File: config.mk
export PLATFORM = sky130hd
export DESIGN_NAME = fifo_sync_param
export DESIGN_NICKNAME = d
export VERILOG_FILES = /design/src/rtl/fifo_pkg.sv /design/src/rtl/fifo_mem_2p.sv /design/src/rtl/fifo_sync_param.sv
export SDC_FILE = /design/constraint.sdc
export NUM_CORES = 1
export LEC_CHECK = 0
export ABC_CLOCK_PERIOD_IN_PS = 3100
export CAP_MARGIN = 20
export CORE_MARGIN = 5
export CORE_UTILIZATION = 30
export DETAILED_ROUTE_END_ITERATION = 10
export PLACE_DENSITY_LB_ADDON = 0.05
export SLEW_MARGIN = 25
export SYNTH_ARGS = -nofsm -noshare
export SYNTH_HDL_FRONTEND = slang
export SYNTH_HIERARCHICAL = 1
export SYNTH_SLANG_ARGS = --single-unit
File: constraint.sdc
create_clock -name clk -period 3.1 [get_ports clk]
set_clock_uncertainty 0.15 [all_clocks]
set_input_delay 0.465 -clock clk [delete_from_list [all_inputs] [get_ports clk]]
set_output_delay 0.465 -clock clk [all_outputs]
set_load 0.01 [all_outputs]
File: src/rtl/fifo_pkg.sv
// fifo_pkg: shared constants and helpers for the FIFO family
// Provides clog2 for pointer sizing and the default data width / depth.
package fifo_pkg;
  localparam int FIFO_DATA_W = 8;
  localparam int FIFO_DEPTH  = 16;
  function automatic int clog2(input int v);
    int r;
    r = 0;
    for (int i = 0; i < 31; i++) if ((1 << i) < v) r = i + 1;
    return r;
  endfunction
endpackage

File: src/rtl/fifo_mem_2p.sv
// fifo_mem_2p: DEPTH x DATA_W register array, sync write port, registered read port
// Ports: clk, reset (async, clears dout only); wr_en/wr_addr/din write port;
// rd_en/rd_addr read port; dout holds its value until the next enabled read.
module fifo_mem_2p import fifo_pkg::*; #(
  parameter int DATA_W = FIFO_DATA_W,
  parameter int DEPTH  = FIFO_DEPTH,
  localparam int AW    = clog2(DEPTH)
) (
  input  logic              clk,
  input  logic              reset,
  input  logic              wr_en,
  input  logic [AW-1:0]     wr_addr,
  input  logic [DATA_W-1:0] din,
  input  logic              rd_en,
  input  logic [AW-1:0]     rd_addr,
  output logic [DATA_W-1:0] dout
);
  logic [DATA_W-1:0] mem_q [DEPTH];
  logic [DATA_W-1:0] dout_q, dout_d;
  // Storage is deliberately not reset; the top only enables reads of written entries.
  always_ff @(posedge clk) if (wr_en) mem_q[wr_addr] <= din;
  always_comb dout_d = rd_en ? mem_q[rd_addr] : dout_q;
  always_ff @(posedge clk or posedge reset)
    if (reset) dout_q <= '0;
    else dout_q <= dout_d;
  assign dout = dout_q;
endmodule

File: src/rtl/fifo_sync_param.sv
// fifo_sync_param: parametrised single-clock circular-buffer FIFO
// Ports: clk, reset (async active-high); wr_en/din write side; rd_en/dout read
// side (1-cycle registered read); full/empty/almost_full/almost_empty/count
// status decoded from the registered count; overflow/underflow one-cycle pulses.
module fifo_sync_param import fifo_pkg::*; #(
  parameter int DATA_W    = FIFO_DATA_W,
  parameter int DEPTH     = FIFO_DEPTH,
  parameter int AFULL_TH  = 14,
  parameter int AEMPTY_TH = 2,
  localparam int AW       = clog2(DEPTH),
  localparam int CW       = AW + 1
) (
  input  logic              clk,
  input  logic              reset,
  input  logic              wr_en,
  input  logic [DATA_W-1:0] din,
  input  logic              rd_en,
  output logic [DATA_W-1:0] dout,
  output logic              full,
  output logic              empty,
  output logic              almost_full,
  output logic              almost_empty,
  output logic [CW-1:0]     count,
  output logic              overflow,
  output logic              underflow
);
  logic [AW-1:0] wr_ptr_q, wr_ptr_d, rd_ptr_q, rd_ptr_d;
  logic [CW-1:0] count_q, count_d;
  logic          overflow_q, overflow_d, underflow_q, underflow_d;
  logic          rd_ok, wr_ok;
  assign full         = count_q == CW'(DEPTH);
  assign empty        = count_q == '0;
  assign almost_full  = count_q >= CW'(AFULL_TH);
  assign almost_empty = count_q <= CW'(AEMPTY_TH);
  assign count        = count_q;
  assign overflow     = overflow_q;
  assign underflow    = underflow_q;
  assign rd_ok = rd_en && !empty;
  // A read in the same cycle frees the slot a write into a full FIFO needs.
  assign wr_ok = wr_en && (!full || rd_en);
  always_comb begin
    wr_ptr_d    = wr_ok ? wr_ptr_q + AW'(1) : wr_ptr_q;
    rd_ptr_d    = rd_ok ? rd_ptr_q + AW'(1) : rd_ptr_q;
    count_d     = (wr_ok && !rd_ok) ? count_q + CW'(1) :
                  (rd_ok && !wr_ok) ? count_q - CW'(1) : count_q;
    overflow_d  = wr_en && !wr_ok;
    underflow_d = rd_en && !rd_ok;
  end
  always_ff @(posedge clk or posedge reset)
    if (reset) begin
      wr_ptr_q    <= '0;
      rd_ptr_q    <= '0;
      count_q     <= '0;
      overflow_q  <= 1'b0;
      underflow_q <= 1'b0;
    end else begin
      wr_ptr_q    <= wr_ptr_d;
      rd_ptr_q    <= rd_ptr_d;
      count_q     <= count_d;
      overflow_q  <= overflow_d;
      underflow_q <= underflow_d;
    end
  fifo_mem_2p #(.DATA_W(DATA_W), .DEPTH(DEPTH)) u_mem (
    .clk     (clk),
    .reset   (reset),
    .wr_en   (wr_ok),
    .wr_addr (wr_ptr_q),
    .din     (din),
    .rd_en   (rd_ok),
    .rd_addr (rd_ptr_q),
    .dout    (dout)
  );
endmodule

---- Word level (Yosys, flattened, before mapping) ----
Memory sizes are Yosys's and may differ from the RTL's. A register that Yosys moved wholly into a read port is not among the register bits.
Index checks and enable logic that the tools add are counted.
W data, S select, Z words.
word-level totals
  output and inout port bits .............. 19
  register bits ........................... 15
  bits of input ports ..................... 12
  memories ................................ 1
  memory bits (writable) .................. 128
  word-level logic and storage cells ...... 30
memories
  memory       words  bits a word  read ports  clocked after memory_dff  write ports  RTL line           text
  u_mem.mem_q  16     8            1           1                         1            fifo_mem_2p.sv:18  logic [DATA_W-1:0] mem_q [DEPTH];
operators by class
  reductions and logical operators ........ 13
  magnitude comparators ................... 2
  multiplexer cells ....................... 4
  add/subtract/negate cells ............... 4
  equality and inequality tests ........... 1
operators with widths
  cell                   count
  $mux W5                2
  $add A4 B1 Y4 const B  2
  $logic_and A1 B1 Y1    6
  $add A5 B1 Y5 const B  1
  $eq A5 B5 Y1 const B   1
  $ge A5 B4 Y1 const B   1
  $le A5 B2 Y1 const B   1
  $logic_not A5 Y1       1
  $sub A5 B1 Y5 const B  1
  $logic_not A1 Y1       4
  $mux W1                2
  $reduce_bool A2 Y1     1
  $logic_or A1 B1 Y1     1

---- Longest topological paths before layout ----
  depth after elaboration ................. 8
  depth in mapped cells ................... 10

---- Modules after synthesis ----
The synthesis kept the hierarchy.
by module, submodules not included
  module           instances  seq. area each (um^2)  area an instance (um^2)  cells each
  fifo_mem_2p      1          4043.9                 5335.1                   241
  fifo_sync_param  1          375.4                  839.6                    75

---- Least setup slack after synthesis ----
No wires, ideal clock.
  kind .................................... reg-to-reg
  start ................................... reg count_q[0], in the netlist count[0]
  end ..................................... mem u_mem/mem_q[0][0] (netlist bit), enable pin
  stages on the path, launching flop included .. 5
  library setup time ...................... 0.383 ns
  buffers on the path ..................... 0
  path slack .............................. 0.365 ns
  data arrival time ....................... 2.201 ns
  period minus slack after synthesis ...... 2.735 ns
  path through ............................ dfrtp_1 -> nor4_4 -> a31oi_1 -> or3b_2 -> nor3_1
on the way
  longest elaborated chain between the ends .. 6
RTL lines
  item                           RTL line               text
  start, declared                fifo_sync_param.sv:28  logic [CW-1:0] count_q, count_d;
  start signal, assigned         fifo_sync_param.sv:59  count_q <= count_d;
  $eq A5 B5 Y1                   fifo_sync_param.sv:31  assign full = count_q == CW'(DEPTH);
  $logic_not A1 Y1               fifo_sync_param.sv:40  assign wr_ok = wr_en && (!full || rd_en);
  $logic_or A1 B1 Y1             fifo_sync_param.sv:40
  $logic_and A1 B1 Y1            fifo_sync_param.sv:40
  net wr_ok                      fifo_sync_param.sv:30  logic rd_ok, wr_ok;
  $mux W1                        fifo_mem_2p.sv:21      always_ff @(posedge clk) if (wr_en) mem_q[wr_addr] <= din;
  $mux W1 (implied by the code)  fifo_mem_2p.sv:21
  end, declared                  fifo_mem_2p.sv:18
The timed path passes the listed nets, and every way through them passes these cells.

---- Worst setup path in the final report ----
  start ................................... reg count_q[2], in the netlist count[2]
  end ..................................... reg count_q[4], in the netlist count[4]
on the way
  longest elaborated chain between the ends .. 7
  elaborated cells on any way between the ends .. 16
  those cells by class .................... add/sub (2); eq/ne (1); mux (2); reduce/logical (11)
RTL lines
  item                          RTL line               text
  $eq A5 B5 Y1 (*)              fifo_sync_param.sv:31
  $logic_not A1 Y1 (*)          fifo_sync_param.sv:40
  $logic_or A1 B1 Y1 (*)        fifo_sync_param.sv:40
  $logic_and A1 B1 Y1 (*)       fifo_sync_param.sv:40
  net wr_ok                     fifo_sync_param.sv:30
  $logic_not A1 Y1              fifo_sync_param.sv:45  (rd_ok && !wr_ok) ? count_q - CW'(1) : count_q;
  $logic_and A1 B1 Y1           fifo_sync_param.sv:45
  $reduce_bool A2 Y1 (no line)  -
Mark *: on every way through the listed nets, which the timed path passes. The rest lies on a longest branch. The select of a mux whose other input is x is not followed.
A chain may end at the register's enable or synchronous reset.

==> metrics.yaml <==
logic_synthesis:
  synth_enable_flop_cells: 128
  synth_seq_area_share: 0.716
  cell_type_with_the_largest_total_area_after_synthesis: "edfxtp_1"
  synth.top_cells.by_area: "edfxtp_1 (62%), mux4_2 (9.5%), dfrtp_1 (9.3%)"
  synthDominantCellAreaShare: 0.622
  postSynthNetCount: 335
  postSynth.topFlopCell: "edfxtp_1"
  synthDistinctLibCells: 48
  syn-cell-area_mm2: 0.00617
  yosys_register_bits: 151
  ys_warn_count: 6
  post_synth_inst_count: 316
  ys_async_sr_fraction: 0.152
  postSynthAreaPerCell_um2: 19.5
route:
  finalWirelength_um: 14300
  routed_wl_per_cell_um: 21.5
  drt.antenna.violating_nets: 0
  detailedRoute.firstIterationViolations: 115
  drt_first_pass_iters: 4
  drc_errors: 0
  route.vias.total: 3111
  detail_route.vias_per_cell: 4.69
run_status:
  status: "completed"
pwr:
  switchingPower_mw: 2.15
  internal_power_mw: 4.96
  worst_supply_voltage_drop_on_vdd_v: 0.000394
  total_power_consumption_mw: 7.11
  power.leakage_nw: 2.60
  powerDensity_mw_per_mm2: 944
  power.share.combinational: 0.305
  power.switching_fraction: 0.302
  part_of_the_power_in_registers: 0.399
  clock_power_share: 0.296
placement:
  detailedPlacementHpwl_um: 9190
  portBuffers: 30
  placed_cells: 632
  global_placement_routability_congestion: 0.714
timing:
  timing.final.setup_violations: 0
  hold_viol_final: 0
  slew_viol_final: 0
  setup_total_negative_slack_ns: 0
  finalCritPeriodShare: 0.855
  relSlewSlack: 0.513
  grt_setup_unrepaired: "no"
  tightestPinTransition_ns: 0.729
  final_period_minus_worst_setup_slack_ns: 2.65
  fmax_mhz: 377
critical_path:
  worst-setup-path-type: "register to register"
  critPathMaxFanout: 6
  setup.worst_path.end_class: "register"
  setup.worst_path.start_class: "register"
  critPathArrivalTime_ns: 2.78
  required_time_at_the_endpoint_of_the_critical_path_ns: 3.23
min_path:
  min-delay-path-class: "input port to asynchronous set/reset pin"
cells_and_area:
  antenna_cells_inserted: 0
  num-nets-final: 400
  area_delta_synth_final_pct: 22.0
  proportion_of_layout_cells_with_a_drive_suffix_above_1: 0.266
  final-instance-count-excl-fill: 664
clock_tree:
  cts_tree: "built"
  number_of_cells_upsized_or_downsized_after_cts: 0
  clkSinkCount: 151
  ctsHtreeMaxLevel: 4
  cts.repair_timing.setup_buffer_count: 0
  tritoncts.num_buffers: 17
  cts-root-buf: "clkbuf_16"
  holdBufCountCts: 0
  worst_setup_hold_path_clk_slew_ns: 0.06
  worst_skew_pair.late_latency_ns: 0.42
  cts-root-to-sink-buffers: 2
grt:
  grt_pass1_vias: 3433
  initial_antenna_violation_count: 0
  grt-ovfl-total: 0
  grt_pass1_wl_um: 22000
  maximum_number_of_pins_on_one_net_before_global_route_repair: 35
  grt.total_usage: 0.128
floorplan:
  row_count: 52
  initial_standard_cell_utilization_of_the_core: 0.305
  fp.dieH_um: 153
  core_area_mm2: 0.0202
  die-width_um: 153
  ioPinCount: 31
  die_area_mm2: 0.0236
run:
  timing.max_cap.violations: 0
[sequential cells by signal, indices dropped and copies added, names as in the netlist]
signal and count:
u_mem/mem_q 128, wr_ptr_q 4, overflow 1, rd_ptr_q 4
underflow 1, u_mem/dout 8, count 5
[worst paths after layout]
path | startpoint | end | slack (ns) | cells past startpoint
min in group clk | wr_ptr_q[3]$_DFFE_PP0P_ | wr_ptr_q[3]$_DFFE_PP0P_ | 0.41 | 1
max in group asynchronous | reset | rd_ptr_q[2]$_DFFE_PP0P_ | 1.88 | 2
worst min-delay path | reset | u_mem/dout[6]$_DFFE_PP0P_ | 0.26 | 2
worst max-delay path | count[2]$_DFFE_PP0P_ | count[4]$_DFFE_PP0P_ | 0.45 | 9
worst min register to register | wr_ptr_q[3]$_DFFE_PP0P_ | wr_ptr_q[3]$_DFFE_PP0P_ | 0.41 | 1
worst max register to register | count[2]$_DFFE_PP0P_ | count[4]$_DFFE_PP0P_ | 0.45 | 9
[cell type report]
type,instances,area [um^2]
Inverter,10,40.0
Tap cell,270,338
Sequential cell,151,4420
Multi-Input combinational cell,140,1580
Clock inverter,8,121
Timing Repair Buffer,61,546
Clock buffer,24,482
Fill cell,1867,12700
[worst max-delay path, cell delays in order, from the launching register on]
cell and delay (ns):
dfrtp_1 0.46, nor4_4 0.34, a31oi_1 0.19, ha_1 0.23
buf_4 0.16, fa_1 0.39, nor2b_1 0.22, o2111ai_1 0.13
o31ai_1 0.09, o221ai_1 0.16
[layout by cell type (no fill, tap or decap), types with 2 or more instances in the layout]
| cell type | n |
|---|---|
| nand4_1 | 3 |
| clkbuf_8 | 3 |
| clkdlybuf4s50_1 | 30 |
| nand3b_1 | 2 |
| nor3_1 | 4 |
| nor2_1 | 20 |
| dfrtp_2 | 2 |
| and3_1 | 2 |
| mux4_2 | 26 |
| dfrtp_1 | 21 |
| clkbuf_16 | 17 |
| nand3_1 | 3 |
| edfxtp_1 | 128 |
| and2_1 | 2 |
| mux2i_1 | 9 |
| or2_2 | 2 |
| xor2_1 | 4 |
| nand2_1 | 6 |
| o21ai_0 | 2 |
| ha_1 | 6 |
| o22ai_1 | 8 |
| nand2b_1 | 3 |
| inv_1 | 9 |
| clkbuf_1 | 4 |
| bufinv_16 | 3 |
| a221oi_2 | 8 |
| mux4_1 | 6 |
| clkinv_2 | 3 |
| xnor2_1 | 5 |
| buf_4 | 30 |
[through the flow]
stage / cell area [um^2] / worst slack, ns / util / hold WS (ns)
3_5_place_dp: 6930 / 0.168 / 0.342 / 0.389
5_1_grt: 7530 / 0.293 / 0.372 / 0.299
4_1_cts: 7530 / 0.412 / 0.372 / 0.247
3_3_place_gp: 6930 / 0.154 / 0.342 / 0.391
2_1_floorplan: 6170 / 0.365 / - / 0.131
6_report: 7530 / 0.448 / 0.372 / 0.262
[per-layer routing]
layer,share of wire,track usage,vias to the layer above,wire length [um]
met5,0,0,-,0
met4,0.013,0.0353,0,187
met3,0.034,0.0345,16,486
met2,0.47,0.201,55,6700
met1,0.48,0.176,1622,6920
li1,-,-,1418,-
[cell usage after synthesis, drive strengths merged (2+ instances only)]
library cell / count
mux2i: 9
nand3: 3
and2: 3
nor3: 4
xnor2: 5
o22ai: 9
nor4: 2
nor2: 20
a221oi: 8
mux4: 32
dfrtp: 23
mux2: 2
buf: 14
ha: 6
edfxtp: 128
and3: 2
inv: 10
xor2: 4
nand3b: 2
or2: 2
o21ai: 2
nand4: 3
nand2: 6
nand2b: 4
[logic make-up after synthesis]
logic type	Yosys count	share of synthesized area
AO/OA/AOI/OAI	27	0.0413
XOR/XNOR	9	0.0128
adder cells (fa/ha/maj)	7	0.0154
buffers and inverters	25	0.0280
flip-flops	151	0.716
multiplexers	43	0.139
AND/OR/NAND/NOR	54	0.0476
[power by group through the flow]
stage,Sequential [mW],Combinational [mW],Clock [mW]
after CTS,2.85,2.22,2.17
final,2.84,2.17,2.10
after global placement,2.88,2.21,0
after detailed placement,2.88,2.21,0
after floorplan,2.78,1.52,0
after global routing,2.89,2.36,2.24
No activity file was read; power rests on OpenSTA's default activity.
